`config.mk`:
```
export PLATFORM = sky130hd
export DESIGN_NAME = circle_draw
export DESIGN_NICKNAME = d
export VERILOG_FILES = /design/src/rtl/circle_draw.sv
export SDC_FILE = /design/constraint.sdc
export NUM_CORES = 1
export LEC_CHECK = 0
export BUFFER_PORTS_ARGS = -buffer_cell sky130_fd_sc_hd__buf_2
export CAP_MARGIN = 30
export CORE_ASPECT_RATIO = 1.4
export CORE_MARGIN = 1
export CORE_UTILIZATION = 50
export CTS_CLUSTER_SIZE = 30
export DETAILED_ROUTE_END_ITERATION = 12
export GPL_ROUTABILITY_DRIVEN = 0
export PLACE_DENSITY_LB_ADDON = 0.12
export SYNTH_ARGS = -nofsm -noshare
export SYNTH_HDL_FRONTEND = slang
export SYNTH_SLANG_ARGS = --single-unit
```
`constraint.sdc`:
```
create_clock -name CLOCK_50 -period 8.2 [get_ports CLOCK_50]
set_input_delay 0.82 -clock CLOCK_50 [delete_from_list [all_inputs] [get_ports CLOCK_50]]
set_output_delay 0.82 -clock CLOCK_50 [all_outputs]
set_load 0.05 [all_outputs]
```
`src/rtl/circle_draw.sv`:
```
// circle_draw: midpoint circle rasteriser feeding the 160x120 VGA adapter
// pixel-write port. One octant point per clock; off-screen points are
// suppressed but still take their cycle, so draw time depends only on radius.
//
// state | meaning
// IDLE  | waiting for start; inputs latched when start=1
// INIT  | load ox=radius, oy=0, crit=1-radius, oct=0
// PLOT  | emit octant point oct; algorithm step after oct 7
// DONE  | done asserted; return to IDLE once start drops
module circle_draw #(
    parameter int SCREEN_W = 160,
    parameter int SCREEN_H = 120
) (
    input  logic       CLOCK_50,
    input  logic       Reset,
    input  logic       start,
    input  logic [7:0] centre_x,
    input  logic [6:0] centre_y,
    input  logic [7:0] radius,
    input  logic [2:0] colour_in,
    output logic [7:0] x,
    output logic [6:0] y,
    output logic [2:0] colour,
    output logic       plot,
    output logic       done
);

    typedef enum logic [1:0] {
        S_IDLE = 2'd0,
        S_INIT = 2'd1,
        S_PLOT = 2'd2,
        S_DONE = 2'd3
    } state_t;

    localparam logic signed [9:0] LP_W = 10'(SCREEN_W);
    localparam logic signed [9:0] LP_H = 10'(SCREEN_H);

    state_t r_state;
    state_t w_state_next;

    logic        [7:0]  r_cx;
    logic        [6:0]  r_cy;
    logic        [2:0]  r_col;
    logic signed [9:0]  r_ox;
    logic signed [9:0]  r_oy;
    logic signed [11:0] r_crit;
    logic        [2:0]  r_oct;

    logic        [7:0]  r_x;
    logic        [6:0]  r_y;
    logic        [2:0]  r_colour;
    logic               r_plot;
    logic               r_done;

    logic signed [9:0]  w_cx;
    logic signed [9:0]  w_cy;
    logic signed [9:0]  w_px;
    logic signed [9:0]  w_py;
    logic               w_on_screen;
    logic signed [9:0]  w_oy_upd;
    logic signed [9:0]  w_ox_upd;
    logic signed [11:0] w_oy_ext;
    logic signed [11:0] w_diff_ext;
    logic signed [11:0] w_crit_upd;
    logic               w_last_iter;
    logic               w_plot_next;
    logic               w_done_next;

    assign w_cx = {2'b00, r_cx};
    assign w_cy = {3'b000, r_cy};

    // Candidate pixel for the current octant, widened to 10-bit signed so
    // negative and past-the-edge coordinates can be detected.
    always_comb begin
        w_px = w_cx;
        w_py = w_cy;
        case (r_oct)
            3'd0: begin w_px = w_cx + r_ox; w_py = w_cy + r_oy; end
            3'd1: begin w_px = w_cx + r_oy; w_py = w_cy + r_ox; end
            3'd2: begin w_px = w_cx - r_ox; w_py = w_cy + r_oy; end
            3'd3: begin w_px = w_cx - r_oy; w_py = w_cy + r_ox; end
            3'd4: begin w_px = w_cx - r_ox; w_py = w_cy - r_oy; end
            3'd5: begin w_px = w_cx - r_oy; w_py = w_cy - r_ox; end
            3'd6: begin w_px = w_cx + r_ox; w_py = w_cy - r_oy; end
            default: begin w_px = w_cx + r_oy; w_py = w_cy - r_ox; end
        endcase
    end

    assign w_on_screen = !w_px[9] && (w_px < LP_W) && !w_py[9] && (w_py < LP_H);

    // Midpoint step applied after the eighth octant of each iteration.
    always_comb begin
        w_oy_upd   = r_oy + 10'sd1;
        w_ox_upd   = r_ox;
        w_oy_ext   = {{2{w_oy_upd[9]}}, w_oy_upd};
        w_diff_ext = w_oy_ext;
        if (r_crit[11] || (r_crit == 12'sd0)) begin
            w_crit_upd = r_crit + {w_oy_ext[10:0], 1'b0} + 12'sd1;
        end else begin
            w_ox_upd   = r_ox - 10'sd1;
            w_diff_ext = w_oy_ext - {{2{w_ox_upd[9]}}, w_ox_upd};
            w_crit_upd = r_crit + {w_diff_ext[10:0], 1'b0} + 12'sd1;
        end
    end

    assign w_last_iter = (w_oy_upd > w_ox_upd);

    // State register.
    always_ff @(posedge CLOCK_50 or negedge Reset) begin
        if (!Reset) begin
            r_state <= S_IDLE;
        end else begin
            r_state <= w_state_next;
        end
    end

    // Next-state logic.
    always_comb begin
        w_state_next = r_state;
        case (r_state)
            S_IDLE: if (start) w_state_next = S_INIT;
            S_INIT: w_state_next = S_PLOT;
            S_PLOT: if ((r_oct == 3'd7) && w_last_iter) w_state_next = S_DONE;
            S_DONE: if (!start) w_state_next = S_IDLE;
            default: w_state_next = S_IDLE;
        endcase
    end

    // Output decode: strobe only for on-screen PLOT points; done from DONE.
    always_comb begin
        w_plot_next = (r_state == S_PLOT) && w_on_screen;
        w_done_next = (r_state == S_DONE);
    end

    // Input latch and algorithm registers.
    always_ff @(posedge CLOCK_50 or negedge Reset) begin
        if (!Reset) begin
            r_cx   <= '0;
            r_cy   <= '0;
            r_col  <= '0;
            r_ox   <= '0;
            r_oy   <= '0;
            r_crit <= '0;
            r_oct  <= '0;
        end else begin
            case (r_state)
                S_IDLE: begin
                    if (start) begin
                        r_cx  <= centre_x;
                        r_cy  <= centre_y;
                        r_col <= colour_in;
                        r_ox  <= {2'b00, radius};
                    end
                end
                S_INIT: begin
                    r_oy   <= '0;
                    r_crit <= 12'sd1 - {4'b0000, r_ox[7:0]};
                    r_oct  <= '0;
                end
                S_PLOT: begin
                    r_oct <= r_oct + 3'd1;
                    if (r_oct == 3'd7) begin
                        r_oy   <= w_oy_upd;
                        r_ox   <= w_ox_upd;
                        r_crit <= w_crit_upd;
                    end
                end
                default: ;
            endcase
        end
    end

    // Registered adapter outputs; x/y/colour hold across suppressed points.
    always_ff @(posedge CLOCK_50 or negedge Reset) begin
        if (!Reset) begin
            r_x      <= '0;
            r_y      <= '0;
            r_colour <= '0;
            r_plot   <= 1'b0;
            r_done   <= 1'b0;
        end else begin
            r_plot <= w_plot_next;
            r_done <= w_done_next;
            if (w_plot_next) begin
                r_x      <= w_px[7:0];
                r_y      <= w_py[6:0];
                r_colour <= r_col;
            end
        end
    end

    assign x      = r_x;
    assign y      = r_y;
    assign colour = r_colour;
    assign plot   = r_plot;
    assign done   = r_done;

endmodule

```
-- After elaboration in Yosys (flattened, before gate mapping)
Index checks and enable logic that the tools add are counted.
- add/sub/neg operators: 17
- order comparisons: 3
- equality and inequality tests: 14
- multiplexer cells: 16
- reduce and logical (&&, ||, !) cells: 23
- operators with widths (kind ; number):
    one-hot mux 10 bit (3 select lines) ; 2
    two-way mux 10 bit ; 4
    one-hot mux 10 bit (2 select lines) ; 2
    adder 12 x 1 -> 12 bit (second input constant) ; 2
    adder 12 bit ; 2
    two-way mux 12 bit ; 2
    one-hot mux 12 bit (2 select lines) ; 1
    adder 8 x 10 -> 10 bit ; 2
    adder 9 x 10 -> 10 bit ; 2
    subtractor 8 x 10 -> 10 bit ; 2
    subtractor 9 x 10 -> 10 bit ; 2
    equality test 3 bit (second input constant) ; 4
    zero test 12 bit ; 1
    OR reduction 2 bit ; 6
    subtractor 10 x 10 -> 11 bit ; 1
    adder 10 x 2 -> 10 bit (second input constant) ; 1
    greater-than comparator 10 bit ; 1
    less-than comparator 10 x 8 -> 1 bit (second input constant) ; 1
    less-than comparator 10 x 9 -> 1 bit (second input constant) ; 1
    subtractor 10 x 2 -> 10 bit (second input constant) ; 1
    subtractor 1 x 8 -> 9 bit (first input constant) ; 1
    inequality test 2 bit (second input constant) ; 4
    one-hot mux 2 bit (4 select lines) ; 1
    equality test 3 x 2 -> 1 bit (second input constant) ; 2
    other kinds (14) ; 25
- bits in registers: 75
- input port bits: 29
- word-level logic and storage cells: 86

-- Longest topological paths before layout
Gate-level depths: netlist of run 1.
- depth after elaboration: 8
- mapped depth: 21
- depth with buffers taken out: 19

-- Worst setup path before layout of run 1
Ideal clock, no wire load.
- path type: flip-flop to flip-flop
- start point: register r_ox[0]
- end point: register r_colour[0], in the netlist colour[0]
- arrival: 4.392 ns
- path slack: 3.683 ns
- stages on the path, launching flop included: 18
- path buffers: 3
- cell sequence: dfrtp_1 > buf_2 > inv_1 > ha_1 > or3b_2 > buf_2 > nor3_1 > nor2_1 > mux4_2 > a311oi_1 > ha_1 > or4bb_1 > nor4b_1 > o211ai_1 > o21ai_2 > o2111ai_4 > buf_6 > mux2_4
- longest elaborated chain between the ends: 7
- elaborated cells between the ends (all ways): 14
- classes of those cells: add/sub: 4; order compare: 2; mux: 2; reduce/logical: 6
- RTL lines (element ; RTL line ; RTL):
    from (decl) ; 44 ; logic signed [9:0] r_ox;
    from (signal assigned) ; 152 ; r_ox <= {2'b00, radius};
    from (signal assigned) ; 164 ; r_ox <= w_ox_upd;
    adder 9 x 10 -> 10 bit / subtractor 9 x 10 -> 10 bit (equally long branches) ; n/a ;
    one-hot mux 10 bit (3 select lines) ; 77 ; case (r_oct)
    less-than comparator 10 x 9 -> 1 bit / zero test 1 bit (equally long branches) ; 89 ; assign w_on_screen = !w_px[9] && (w_px < LP_W) && !w_py[9] && (w_py < LP_H);
    logical AND 1 bit (2 in series) ; 89 ;
    logical AND 1 bit * ; 89 ;
    logical AND 1 bit * ; 131 ; w_plot_next = (r_state == S_PLOT) && w_on_screen;
    to (signal assigned) ; 187 ; r_colour <= r_col;
    to (decl) ; 51 ; logic [2:0] r_colour;
Every way passes the cells marked *; elsewhere a longest branch is shown, timed or not.
A chain may end at the register's enable or synchronous reset.

-- Worst setup path in the final report of run 1
- start point: register r_oct[0]
- end point: register r_y[2], in the netlist y[2]
- longest elaborated chain between the ends: 8
- elaborated cells between the ends (all ways): 23
- classes of those cells: order compare: 2; eq/ne: 6; mux: 2; reduce/logical: 13
- RTL lines (element ; RTL line ; RTL):
    from (decl) ; 47 ; logic [2:0] r_oct;
    from (signal assigned) ; 161 ; r_oct <= r_oct + 3'd1;
    equality test 3 bit, or another cell as far along ; 77 ;
    OR reduction 2 bit (no source line) ; n/a ;
    one-hot mux 10 bit (3 select lines) ; 77 ;
    less-than comparator 10 x 9 -> 1 bit / zero test 1 bit (equally long branches) ; 89 ;
    logical AND 1 bit (3 in series) ; 89 ;
    logical AND 1 bit ; 131 ;
    to (signal assigned) ; 186 ; r_y <= w_py[6:0];
    to (decl) ; 50 ; logic [6:0] r_y;
Parallel ways exist; a longest one is shown, timed or not.

==> flow_metrics.tcl, run 1 <==
set metrics [dict create \
    clock_slew_at_reported_path_ffs_ns 0.06 \
    number_of_nets_in_the_final_layout 975 \
    fp.dieW_microns 103.8 \
    vias 6705 \
    power_dens_cells_mw_per_mm2 484.1 \
    synth_async_sr_flop_share_pct 100.0 \
    start_kind "flip-flop" \
    holdBufCountCts 0 \
    areaGrowthSynthToFinish_pct 8.900 \
    num_antenna_cells 0 \
    postSynthRegisterBits 75 \
    clkSinkCount 75 \
    detail_route.wl_per_cell_microns 20.44 \
    r2r.worst_path.cells 15 \
    reg2reg_from "r_oct[0]" \
    timing_hold_violations_final 0 \
    outcome "finished clean" \
    ys_types 71 \
    final.setup.tns_ns 0 \
    buffer_ports.inserted 48 \
    ff2ff_setup_slack_ns 2.31 \
    cts.repair.resized 0 \
    internal_power_w 0.001884 \
    most_used_flip_flop_cell_after_synthesis "sky130_fd_sc_hd__dfrtp_1" \
    period_share_pct 71.85 \
    postCtsSetupBuffers 0 \
    report.final.slew_viol_count 0 \
    minimum_clock_period_after_layout_ns 5.892 \
    critical_path_required_ns 8.42 \
    max_freq_ghz 0.1697 \
    timing.critical_path.from "r_oct[0]" \
    comb_power_share_pct 70.3 \
    routed_via_density 6.325 \
    maximum_number_of_pins_on_one_net_before_global_route_repair 76 \
    yosysSeqAreaShare_pct 25.87 \
    cts.path.max_buffers 2 \
    drc 0 \
    grt_util_all_layers_pct 29.88 \
    syn-mean-instance-area_sq_um 8.515 \
    synth.yosys.warnings 0 \
    routed_antenna_nets 0 \
    drt-total-wl_microns 21670 \
    synthesis.nets 957 \
    leakagePower_nw 3.518 \
    crit-reg2reg-capture "y[2]" \
    first_iter_violations 523 \
    synth_area_sq_mm 0.007254 \
    rsz_0062_raised_after_global_routing "no" \
    vdd_drop_max_uv 323.4 \
    die_height_microns 144.5 \
    cp-end-kind "flip-flop" \
    cp_max_fo 29 \
    report.power.total_w 0.003825 \
    clock-skew-final_ns 0.01260 \
    arrival_ns 6.11 \
    worstSkewPairLatency_ns 0.35 \
    htree_num_levels 3 \
    dp.final_hpwl_microns 16210 \
    grt_first_pass_wirelength_microns 34850 \
    worst_pin_slew_ns 1.039 \
    core.rowCount 51 \
    synth_enable_flop_cells 0 \
    holdCritPathClass "in -> async" \
    tritoncts "done" \
    drt_first_pass_iters 7 \
    drv.max_cap_violation_count 0 \
    netlist_instances 852 \
    p_switching_w 0.001941 \
    antenna_found_initial 0 \
    netSwitchingFraction_pct 50.74 \
    power_frac_clock_pct 10.7 \
    first_global_vias 6638 \
    root_buffer "sky130_fd_sc_hd__clkbuf_16" \
    core-area_sq_mm 0.01404 \
    p_seq_share_pct 19.0 \
    timing.slew.headroom_pct 30.71 \
    overflow 0 \
    area_of_the_die_sq_mm 0.01500 \
    setup_viol_count_final 0 \
    design.portCount 49 \
    initial_cell_density_of_the_core_pct 51.68 \
    crit_type "reg -> reg" \
    cts_buffers 9 \
    share_of_layout_cells_above_drive_strength_1_pct 15.31 \
]
[cell type report]
cell class,count,area (sq um)
clock buffer,11,242.7
tap,185,231.5
inverter,34,127.6
clock inverter,5,60.06
timing repair buffer,55,319.1
sequential,75,1877
multi-input combinational,695,5042
fill,1270,6138
[power by group through the flow]
stage	clock [W]	combinational [W]	sequential [W]
global route	0.000426	0.00295	0.000751
floorplan	0	0.00201	0.000751
CTS	0.000412	0.00266	0.000720
global placement	0	0.00254	0.000717
finish	0.000409	0.00269	0.000727
detailed placement	0	0.00264	0.000727
[Yosys cell counts (all sizes together), types with 12 or more instances]
master  number  share of area, %
xnor2       42               5.1
ha          71                12
inv         33               1.7
nor2b       20               1.7
clkbuf      34               1.8
o211ai      12               1.2
buf         14               1.1
xor2        22               2.7
nor3        28               1.9
dfrtp       75                26
mux2        38               6.3
nor2        66               3.4
nand2       73               3.8
a21o        12               1.2
a31oi       13               1.1
o21ai       74               5.2
a21oi       50               3.4
nand3       21               1.4
[metal layers]
layer,global-route usage [%],wire (microns)
met5,0,0
met4,20.23,1406
met3,4.281,1297
met2,54.00,10760
met1,32.61,8209
[critical path: stages (launching register included)]
cell and delay [ns]:
sky130_fd_sc_hd__dfrtp_1 1.02, sky130_fd_sc_hd__inv_1 0.44, sky130_fd_sc_hd__ha_1 0.58, sky130_fd_sc_hd__a221oi_1 0.37, sky130_fd_sc_hd__a21oi_1 0.06, sky130_fd_sc_hd__a21oi_1 0.33
sky130_fd_sc_hd__mux2i_1 0.22, sky130_fd_sc_hd__fa_1 0.49, sky130_fd_sc_hd__a211oi_1 0.24, sky130_fd_sc_hd__nor2_1 0.13, sky130_fd_sc_hd__o311a_1 0.33, sky130_fd_sc_hd__o21ai_0 0.19
sky130_fd_sc_hd__nand2b_1 0.09, sky130_fd_sc_hd__nor3_1 0.35, sky130_fd_sc_hd__o2111ai_4 0.45, sky130_fd_sc_hd__mux2_4 0.44
[cell usage in the layout (no fill, tap or decap), types with 5 or more instances in the layout]
| cell | netlist | final |
|---|---|---|
| sky130_fd_sc_hd__inv_1 | 33 | 33 |
| sky130_fd_sc_hd__nor2b_1 | 20 | 20 |
| sky130_fd_sc_hd__mux2i_1 | 11 | 11 |
| sky130_fd_sc_hd__fa_1 | 5 | 5 |
| sky130_fd_sc_hd__ha_1 | 71 | 71 |
| sky130_fd_sc_hd__nor4_1 | 6 | 6 |
| sky130_fd_sc_hd__xor2_1 | 22 | 22 |
| sky130_fd_sc_hd__dfrtp_1 | 75 | 75 |
| sky130_fd_sc_hd__nand2b_1 | 10 | 10 |
| sky130_fd_sc_hd__xnor2_1 | 42 | 42 |
| sky130_fd_sc_hd__o21ai_0 | 72 | 72 |
| sky130_fd_sc_hd__buf_4 | 0 | 6 |
| sky130_fd_sc_hd__clkbuf_16 | 0 | 9 |
| sky130_fd_sc_hd__and3_1 | 7 | 7 |
| sky130_fd_sc_hd__a21o_1 | 12 | 12 |
| sky130_fd_sc_hd__mux2_4 | 8 | 8 |
| sky130_fd_sc_hd__o211ai_1 | 12 | 12 |
| sky130_fd_sc_hd__nor3_1 | 28 | 28 |
| sky130_fd_sc_hd__nand3_1 | 21 | 21 |
| sky130_fd_sc_hd__a211oi_1 | 11 | 11 |
| sky130_fd_sc_hd__a21oi_1 | 50 | 50 |
| sky130_fd_sc_hd__o22ai_1 | 7 | 7 |
| sky130_fd_sc_hd__nor2_1 | 66 | 66 |
| sky130_fd_sc_hd__buf_2 | 4 | 47 |
| sky130_fd_sc_hd__o311ai_0 | 6 | 6 |
| sky130_fd_sc_hd__nand2_1 | 73 | 73 |
| sky130_fd_sc_hd__a31oi_1 | 13 | 13 |
| sky130_fd_sc_hd__mux2_2 | 30 | 30 |
| sky130_fd_sc_hd__or2_2 | 10 | 10 |
[logic make-up after synthesis]
group / synth area share, %
simple gates: 18.30
compound gates: 20.78
buf+inv: 4.622
fa+ha+maj: 13.63
flops: 25.87
xor+xnor: 7.727
mux: 9.072
[how the worst max path moves through the flow]
stage                     cells past startpoint         to  slack, ns
after floorplan                              17  colour[0]       3.68
after global routing                         15       y[1]       1.83
final                                        15       y[2]       2.31
after detailed placement                     14       x[1]       2.41
after global placement                       14       x[3]       2.61
after CTS                                    15       y[2]       2.44
[through the flow]
step           hold slack [ns]  cell area, sq um  cells  utilization [%]  setup slack [ns]
4_1_cts                 0.5045              7873   1059            56.08             2.445
2_1_floorplan           0.4749              7254    852                -             3.683
5_1_grt                 0.4113              7900   1060            56.27             1.825
6_report                0.3794              7900   1060            56.27             2.308
3_5_place_dp            0.4903              7570   1043            53.92             2.414
3_3_place_gp            0.4829              7551   1041            53.79             2.606
[state kept, by name (all words and copies together) (netlist names), 2 cells and up]
register,cells
colour,3
r_col,3
r_crit,12
r_cx,8
r_cy,7
r_oct,3
r_ox,10
r_oy,10
r_state,2
x,8
y,7
No activity file was read; power rests on OpenSTA's default activity.
==> run 2, diff against run 1 <==
ABC_AREA = 1   (was default)
clock period = 5.1 ns   (was 8.2 ns; I/O delays follow)
==> run 2 against run 1 <==
Against the previous run:
- sequential cell count stayed put
- area after synthesis fell by 0.53%
- first-iteration DRC count decreased by 20%
==> flow_metrics.tcl, run 2 <==
set metrics [dict create \
    vias 7241 \
    setup_viol_count_final 0 \
    clkSinkCount 75 \
    drc 0 \
    netlist_top_cells_count "sky130_fd_sc_hd__nand2_1, sky130_fd_sc_hd__inv_1, sky130_fd_sc_hd__o21ai_0, sky130_fd_sc_hd__dfrtp_1, sky130_fd_sc_hd__ha_1" \
    yosys-top-cells-area "sky130_fd_sc_hd__dfrtp_1, sky130_fd_sc_hd__nand2_1, sky130_fd_sc_hd__ha_1" \
    die_height_microns 144.1 \
    postCtsSetupBuffers 0 \
    first_global_vias 7176 \
    synthMostInstantiatedCell "sky130_fd_sc_hd__nand2_1" \
    synth_area_leader_cell "sky130_fd_sc_hd__dfrtp_1" \
    cts.repair.resized 0 \
    layout_setup_ws_ns 0.9491 \
    root_buffer "sky130_fd_sc_hd__clkbuf_16" \
    worst_pin_slew_ns 0.8287 \
    cell_type_with_the_highest_occurrence_count_on_the_critical_path "sky130_fd_sc_hd__nand2_1" \
    fp.dieW_microns 103.5 \
    cts_buffers 9 \
    worstSkewPairLatency_ns 0.36 \
    tritoncts "done" \
    timing.slew.headroom_pct 44.25 \
    clock_slew_at_reported_path_ffs_ns 0.08 \
    grt_util_all_layers_pct 30.80 \
    cp-end-kind "flip-flop" \
    layout_common_cells "sky130_fd_sc_hd__nand2_1, sky130_fd_sc_hd__inv_1, sky130_fd_sc_hd__o21ai_0, sky130_fd_sc_hd__dfrtp_1, sky130_fd_sc_hd__ha_1" \
    placement.cell_area_sq_mm 0.007617 \
    critical-path-slowest-cell "sky130_fd_sc_hd__dfrtp_1" \
    drv.max_cap_violation_count 0 \
    postSynthRegisterBits 75 \
    rsz_0062_raised_after_global_routing "no" \
    holdCritPathClass "in -> async" \
    minimum_clock_period_after_layout_ns 4.151 \
    grt_first_pass_wirelength_microns 35870 \
    final.setup.tns_ns 0 \
    largest_reg_flops 12 \
    area_of_the_die_sq_mm 0.01492 \
    routed_antenna_nets 0 \
    syn-mean-instance-area_sq_um 6.833 \
    timing_hold_violations_final 0 \
    number_of_nets_in_the_final_layout 1204 \
    dp.final_hpwl_microns 17020 \
    synth_area_sq_mm 0.007216 \
    period_share_pct 81.39 \
    critical_path.n_buffers_inverters 2 \
    core-area_sq_mm 0.01397 \
    start_kind "flip-flop" \
    initial_cell_density_of_the_core_pct 51.63 \
    outcome "finished clean" \
    design.portCount 49 \
    max_freq_ghz 0.2409 \
    biggestRegsByFlops "r_crit x12, r_ox x10, r_oy x10" \
    synth_enable_flop_cells 0 \
    critical-path-top-delay-family "simple AND/OR/NAND/NOR gates" \
    drt_first_pass_iters 6 \
    htree_num_levels 3 \
    placed_cells 1272 \
    core.rowCount 51 \
    netlist_instances 1056 \
    place_worst_setup_slack_ns 1.027 \
    most_used_flip_flop_cell_after_synthesis "sky130_fd_sc_hd__dfrtp_1" \
    holdBufCountCts 0 \
    overflow 0 \
    yosysSeqAreaShare_pct 26.01 \
    cts.path.max_buffers 2 \
    num_antenna_cells 0 \
    final_instance_area_sq_mm 0.007936 \
    crit_type "reg -> reg" \
    report.final.slew_viol_count 0 \
    areaGrowthSynthToFinish_pct 9.988 \
    antenna_found_initial 0 \
    routed_via_density 5.618 \
    synth.yosys.warnings 0 \
    detail_route.wl_per_cell_microns 16.89 \
    buffer_ports.inserted 48 \
    drt-total-wl_microns 21770 \
    critical_path_required_ns 5.34 \
    share_of_layout_cells_above_drive_strength_1_pct 9.511 \
    synthesis.nets 1161 \
    post-synth-top-area-fraction_pct 26.01 \
    arrival_ns 4.39 \
    ys_types 52 \
    fillers 1439 \
    cp_slowest_stage_delay_ns 0.50 \
    layout.cells.most_common "sky130_fd_sc_hd__nand2_1" \
    clock-skew-final_ns 0.01538 \
    first_iter_violations 420 \
    final_cells 1289 \
    maximum_number_of_pins_on_one_net_before_global_route_repair 76 \
    synth_async_sr_flop_share_pct 100.0 \
    cp_max_fo 8 \
    largest_register_by_flop_count "r_crit" \
]
## run 2: cell types whose count changed in the layout (fill, tap and decap cells not counted), moves of 30 or more
cell,delta
sky130_fd_sc_hd__nand2_1,+235
sky130_fd_sc_hd__xnor2_1,-32
sky130_fd_sc_hd__nand4_1,+31
sky130_fd_sc_hd__mux2_2,-30
sky130_fd_sc_hd__inv_1,+94
sky130_fd_sc_hd__nand3_1,+48
## run 2: final timing paths
kind | to | start | slack [ns] | cells after the start
setup / recovery | r_crit[11] | r_ox[0] | 0.95 | 26
hold / removal | r_col[1] | Reset | 0.08 | 1
setup reg to reg | r_crit[11] | r_ox[0] | 0.95 | 26
hold reg to reg | x[5] | x[5] | 0.47 | 2
max in group asynchronous | r_oy[5] | Reset | 4.42 | 2
min in group CLOCK_50 | r_cy[5] | centre_y[5] | 0.35 | 3
## run 2: cells by family after synthesis
logic type / after synthesis / share of synthesized area (%)
simple gates: 510 / 31.11
compound gates: 196 / 15.47
buf+inv: 158 / 8.739
fa+ha+maj: 76 / 13.70
flops: 75 / 26.01
xor+xnor: 41 / 4.977
## run 2: final cells by class
| class | count | area [sq um] | area share [%] |
|---|---|---|---|
| Clock buffer | 9 | 225.2 | 2.838 |
| Clock inverter | 7 | 66.31 | 0.8356 |
| Inverter | 134 | 505.5 | 6.369 |
| Multi-Input combinational cell | 823 | 4708 | 59.33 |
| Sequential cell | 75 | 1877 | 23.65 |
| Tap cell | 185 | 231.5 | 2.917 |
| Timing Repair Buffer | 56 | 322.8 | 4.067 |
## run 2: layer usage
layer  GRT usage, %  vias to the layer above  wire [microns]
met2          57.08                      230           10940
li1               -                     3594               -
met4          21.66                        0            1511
met1          32.99                     3326            8401
met3          3.245                       91             918
met5              0                        -               0
## run 2: metrics by stage
| stage | util [%] | hold slack, ns |
|---|---|---|
| floorplan | - | 0.2144 |
| global placement | 54.51 | 0.4481 |
| detailed placement | 54.51 | 0.4529 |
| CTS | 56.59 | 0.3483 |
| global route | 56.79 | 0.1217 |
| finish | 56.79 | 0.08234 |
Power of run 2 is left out: the tool's default activity adds up to more than one toggle a clock period on the data nets, which glitch-free logic cannot reach.
